$ cat src/rtl/mux_scan_ctrl.sv
`default_nettype none
// ----------------------------------------------------------------------------
// mux_scan_ctrl: serializes a captured 16-bit word by stepping a 16:1 mux select
// Revision: 1.0
// ----------------------------------------------------------------------------
module mux_scan_ctrl #(
  parameter int unsigned DWELL = 1
) (
  input  logic        clock,
  input  logic        reset,
  input  logic        start,
  input  logic [15:0] data,
  input  logic        dir,
  input  logic [3:0]  len,
  output logic [15:0] w,
  output logic [3:0]  s,
  output logic        valid,
  output logic        busy,
  output logic        done
);

  localparam logic [3:0] C_DWELL_LAST = 4'(DWELL - 1);
  localparam logic       C_SINGLE     = (DWELL == 1);

  typedef enum logic [1:0] {
    IDLE = 2'd0,
    SCAN = 2'd1,
    DONE = 2'd2
  } state_t;

  state_t      r_state, w_state_next;
  logic [3:0]  r_dwell, w_dwell_next;
  logic [3:0]  r_bit, w_bit_next;
  logic [3:0]  r_len, w_len_next;
  logic        r_dir, w_dir_next;
  logic [15:0] w_w_next;
  logic [3:0]  w_s_next;
  logic        w_valid_next, w_busy_next, w_done_next;

  always_ff @(posedge clock) begin
    if (reset) begin
      r_state <= IDLE;
      r_dwell <= 4'd0;
      r_bit   <= 4'd0;
      r_len   <= 4'd0;
      r_dir   <= 1'b0;
      w       <= 16'h0000;
      s       <= 4'h0;
      valid   <= 1'b0;
      busy    <= 1'b0;
      done    <= 1'b0;
    end else begin
      r_state <= w_state_next;
      r_dwell <= w_dwell_next;
      r_bit   <= w_bit_next;
      r_len   <= w_len_next;
      r_dir   <= w_dir_next;
      w       <= w_w_next;
      s       <= w_s_next;
      valid   <= w_valid_next;
      busy    <= w_busy_next;
      done    <= w_done_next;
    end
  end

  // Outputs are registered, so every *_next value describes the following cycle.
  always_comb begin
    w_state_next = r_state;
    w_dwell_next = r_dwell;
    w_bit_next   = r_bit;
    w_len_next   = r_len;
    w_dir_next   = r_dir;
    w_w_next     = w;
    w_s_next     = s;
    w_valid_next = 1'b0;
    w_busy_next  = 1'b0;
    w_done_next  = 1'b0;

    case (r_state)
      IDLE: begin
        if (start) begin
          w_state_next = SCAN;
          w_w_next     = data;
          w_s_next     = dir ? 4'hF : 4'h0;
          w_dir_next   = dir;
          w_len_next   = len;
          w_dwell_next = 4'd0;
          w_bit_next   = 4'd0;
          w_busy_next  = 1'b1;
          w_valid_next = C_SINGLE;
        end
      end
      SCAN: begin
        w_busy_next = 1'b1;
        if (r_dwell == C_DWELL_LAST) begin
          if (r_bit == r_len) begin
            w_state_next = DONE;
            w_busy_next  = 1'b0;
            w_done_next  = 1'b1;
          end else begin
            w_s_next     = r_dir ? (s - 4'd1) : (s + 4'd1);
            w_bit_next   = r_bit + 4'd1;
            w_dwell_next = 4'd0;
            w_valid_next = C_SINGLE;
          end
        end else begin
          w_dwell_next = r_dwell + 4'd1;
          w_valid_next = ((r_dwell + 4'd1) == C_DWELL_LAST);
        end
      end
      DONE: begin
        w_state_next = IDLE;
      end
      default: begin
        w_state_next = IDLE;
      end
    endcase
  end

endmodule
`default_nettype wire

$ cat config.mk
export PLATFORM = sky130hd
export DESIGN_NAME = mux_scan_ctrl
export DESIGN_NICKNAME = d
export VERILOG_FILES = /design/src/rtl/mux_scan_ctrl.sv
export SDC_FILE = /design/constraint.sdc
export NUM_CORES = 1
export LEC_CHECK = 0
export BUFFER_PORTS_ARGS = -buffer_cell sky130_fd_sc_hd__buf_2
export CORE_UTILIZATION = 40
export DETAILED_ROUTE_END_ITERATION = 6
export PLACE_DENSITY = 0.62
export SLEW_MARGIN = 20
export SYNTH_ARGS = -nofsm -noshare
export SYNTH_HDL_FRONTEND = slang
export SYNTH_SLANG_ARGS = --single-unit
$ cat constraint.sdc
create_clock -name clock -period 2 [get_ports clock]
set_input_delay 0.5 -clock clock [delete_from_list [all_inputs] [get_ports clock]]
set_output_delay 0.5 -clock clock [all_outputs]
set_load 0.005 [all_outputs]
# Yosys cells after proc, flatten, opt, wreduce, memory -nomap -nowiden
# Index checks and enable logic that the tools add are counted.
# Widths: inputs -> output; s select.
# op_classes
add_sub_neg,4
eq_ne,7
muxes,24
n_bitwise,2
reduce_logical,9
# ops
cell,n
$mux 4,10
$pmux 4 s2,3
$add 4x1->4 const B,3
$logic_not 4->1,2
$ne 2x2->1 const B,4
$mux 2,3
$reduce_and 3->1,2
$mux 1,5
$eq 4x4->1,1
$pmux 1 s2,2
$pmux 2 s2,1
$reduce_and 4->1,1
$sub 4x1->4 const B,1
$ne 3x3->1 const B,1
$reduce_or 3->1,1
$eq 2x1->1 const B,1
$logic_not 2->1,1
$not 1->1,2
$reduce_and 2->1,1
$reduce_bool 2->1,1
# totals
ff_bits,38
inputBits,24
output_inout_bits,23
word_cells,56

# Logic depth before layout (Yosys ltp)
# logic_depth
ltp_word,5
depth_mapped,7
ltp_nobuf,7

# Least setup slack after synthesis
# No wires, ideal clock.
# synth_path
kind,reg2reg
start,register r_dwell[0]
end,register s[0]
setup_ns,0.081
arrival_ns,1.430
required_ns,1.919
path_slack_ns,0.489
path_stages_with_launch,8
n_path_buf,0
period_less_slack_ns,1.511
path_cell_list,dfxtp_1 -> inv_1 -> ha_1 -> nor3b_4 -> and2_1 -> a21oi_2 -> nand2_1 -> a41oi_1
# synth_between
elab_chain_len,3
# synth_lines
item,line_no,rtl
"start, declared",32,"logic [3:0] r_dwell, w_dwell_next;"
"start signal, assigned",54,r_dwell <= w_dwell_next;
$logic_not 4->1,95,if (r_dwell == C_DWELL_LAST) begin
$ne 2x2->1 (no line),-,
$reduce_and 4->1 (no line),-,
"end signal, assigned",59,s <= w_s_next;
"end, declared",16,"output logic [3:0] s,"
# No other way between the ends.
# A chain may end at the register's enable or synchronous reset.

# Worst setup path after layout
# layout_path
start,register r_dwell[1]
end,register s[0]
# The elaborated chain is that of the path after synthesis.

==> impl_metrics.yaml <==
setup_path:
  crit_buf_inv: 1
  max_stage_delay_ps: 410
  cpMaxStageDelayCell: "dfxtp_1"
  arrival_ps: 1870
  cp_top_family: "compound AO/OA/AOI/OAI gates"
  crit_path_max_fanout: 6
  cp-end-kind: "flip-flop"
  cp_data_required_time_ps: 2200
  path_class: "reg -> reg"
  worstPathCellList: "inv_1, ha_1, nor3b_4, and2_1, a21oi_2, nand2_1, a41oi_1"
  critPathLaunchType: "flip-flop"
grt:
  antenna_found_initial: 0
  grt_usage: 0.1558
  grt_pass1_vias: 1190
  grt_max_degree: 23
  grt_pass1_wl_mm: 5.285
  gr-total-overflow: 0
cells_and_area:
  fillers: 417
  layout-drive-gt1-share: 0.2691
  area_delta_synth_final_pct: 20.98
  antenna_cells: 0
  utilization: 0.5085
  fin_nets: 280
  final_common_cell: "nand2_1"
  final_cell_mix: "nand2_1, buf_2, dfxtp_1, a21oi_1, nor2_1"
  stdcell_area_um2: 2063
yosys:
  synth_xor_area_frac: 0.05062
  ys_warn_count: 0
  synth-compound-area-share: 0.1497
  synth_cells: 201
  yosys_most_used_dff: "dfxtp_1"
  yosys.area_share.simple: 0.2458
  ys_types: 37
  synthArstFlopShare: 0
  syn_area_per_cell_um2: 8.485
  syn_area_um2: 1705
  ys_seq_elements: 38
  synthMuxAreaShare: 0
  synthAdderAreaFrac: 0.05576
  syn-num-nets: 232
  seq_area_frac_synth: 0.4461
  synth-edff-count: 0
  synth_top_family_by_area: "simple AND/OR/NAND/NOR gates"
placement:
  place.gp.congestion: 0.7700
  placed_area_um2: 1984
  port_buffers: 46
  hpwl_mm: 2.422
clocking:
  clkSlewWorstSetupHoldPaths_ps: 80
  cts_max_path_buffers: 2
  post_cts_buffers: 0
  ctsRootBufferMaster: "clkbuf_8"
  cts.sinks: 38
  cts_tree: "yes"
  post_cts_resized: 0
  cts_max_level: 2
  cts_hold_buf: 0
  cts_buffers: 5
  clock_latency_ps: 280
drt:
  wl_per_cell_um: 11.40
  viasPerCell: 4.786
  drt_wl_total_mm: 3.410
  drc: 0
  dr.pass1.iters: 4
  via_count: 1431
  drt-initial-drc-count: 66
  ant_nets: 0
sta:
  drv_slew: 0
  rsz0062_at_grt: "no"
  post-route-period-util: 0.8360
  tns_ps: 0
  finalCriticalPeriod_ps: 1672
  fmax_mhz: 598.1
  finClkSkew_ps: 7.607
  finalSetupViolations: 0
  hold_viol: 0
  slew_headroom: 0.7554
  tightest_slew_ps: 366.9
die:
  initial_core_util: 0.4203
  top_level_ports: 47
  die_h_um: 67.30
  rows: 23
  die_w_um: 67.30
  core_um2: 4058
  die_area_um2: 4529
pwr:
  p_per_area_nw_per_um2: 795.0
  p_leak_nw: 0.8829
  vdd_ir_drop_max_mv: 0.3563
run_status:
  outcome: "finished clean"
run:
  cap_violations: 0
min_path:
  hold_class: "in -> reg"
-- worst register-to-register path, delay by kind of cell, from the launching register on --
kind	cells	cell delay (ps)
AO/OA/AOI/OAI	2	480
adder cells (fa/ha/maj)	1	180
buffers and inverters	1	80
flip-flops	1	410
AND/OR/NAND/NOR	3	450
-- where the power goes --
part / total [mW] / switching (mW) / leakage [nW] / internal [mW]
logic: 0.305 / 0.173 / 0.528 / 0.133
registers: 0.848 / 0.0385 / 0.311 / 0.810
clock network: 0.487 / 0.253 / 0.0438 / 0.234
total: 1.64 / 0.464 / 0.883 / 1.18
-- path summary, 6_finish.rpt --
kind	start	to	slack (ps)	depth (start not counted)
worst min register to register	w[14]	w[14]	450	2
worst max-delay path	r_dwell[1]	s[0]	330	7
worst min-delay path	data[2]	w[2]	450	3
worst max register to register	r_dwell[1]	s[0]	330	7
-- metal layers --
metal  vias to the layer above  GRT usage  share of wire
li1                        767          -              -
met1                       631     0.2095           0.51
met2                        28     0.2350           0.44
met3                         5    0.04054          0.035
met4                         0    0.06383          0.013
met5                         -          0              0
-- final cells by class --
class,instances,area [µm²],share of cell area
multi-input combinational,148,862.1,0.4178
clock inverter,2,10.01,0.004851
sequential,38,760.7,0.3687
clock buffer,5,68.82,0.03335
tap,50,62.56,0.03032
timing repair buffer,51,280.3,0.1358
inverter,5,18.77,0.009096
-- logic make-up after synthesis --
kind of cell / Yosys count
and+or+nand+nor: 89
adders and majority gates: 7
DFF: 38
xor gates and xnor gates: 9
AOI/OAI and AO/OA: 43
buffers and inverters: 15
-- flip-flops by register name (all words and copies together), names as in the netlist --
signal	flops
valid	1
done	1
r_dwell	4
w	16
r_state	2
r_bit	4
busy	1
r_dir	1
s	4
r_len	4
-- stage by stage --
stage                     hold slack (ps)  setup slack, ps  power (mW)  instances
after CTS                           443.5            329.9       1.657        299
after floorplan                     446.7            489.3       1.071        201
after detailed placement            444.1            306.8       1.174        292
after global placement              442.7            340.7       1.172        292
final                               446.0            328.0       1.640        299
after global routing                441.7            178.6       1.731        299
-- synthesized netlist by cell type, types with 2 or more instances --
library cell  count  area (µm²)
inv_1             5       18.77
nand3_1           4       20.02
clkbuf_8          2       27.53
nor2b_1           3       18.77
xnor2_1           6       52.55
nand2_1          53       198.9
o211ai_1          2       15.01
a211oi_1          2       15.01
nor3_1            6       30.03
dfxtp_1          38       760.7
nor3_2            2       20.02
xor2_1            2       17.52
ha_1              6       75.07
buf_2             4       20.02
clkbuf_1          3       11.26
and2_1            2       12.51
a21oi_1          31       155.2
nor2_1           10       37.54
or3_1             2       12.51
Note: power is estimated with default switching activity, not from simulation.
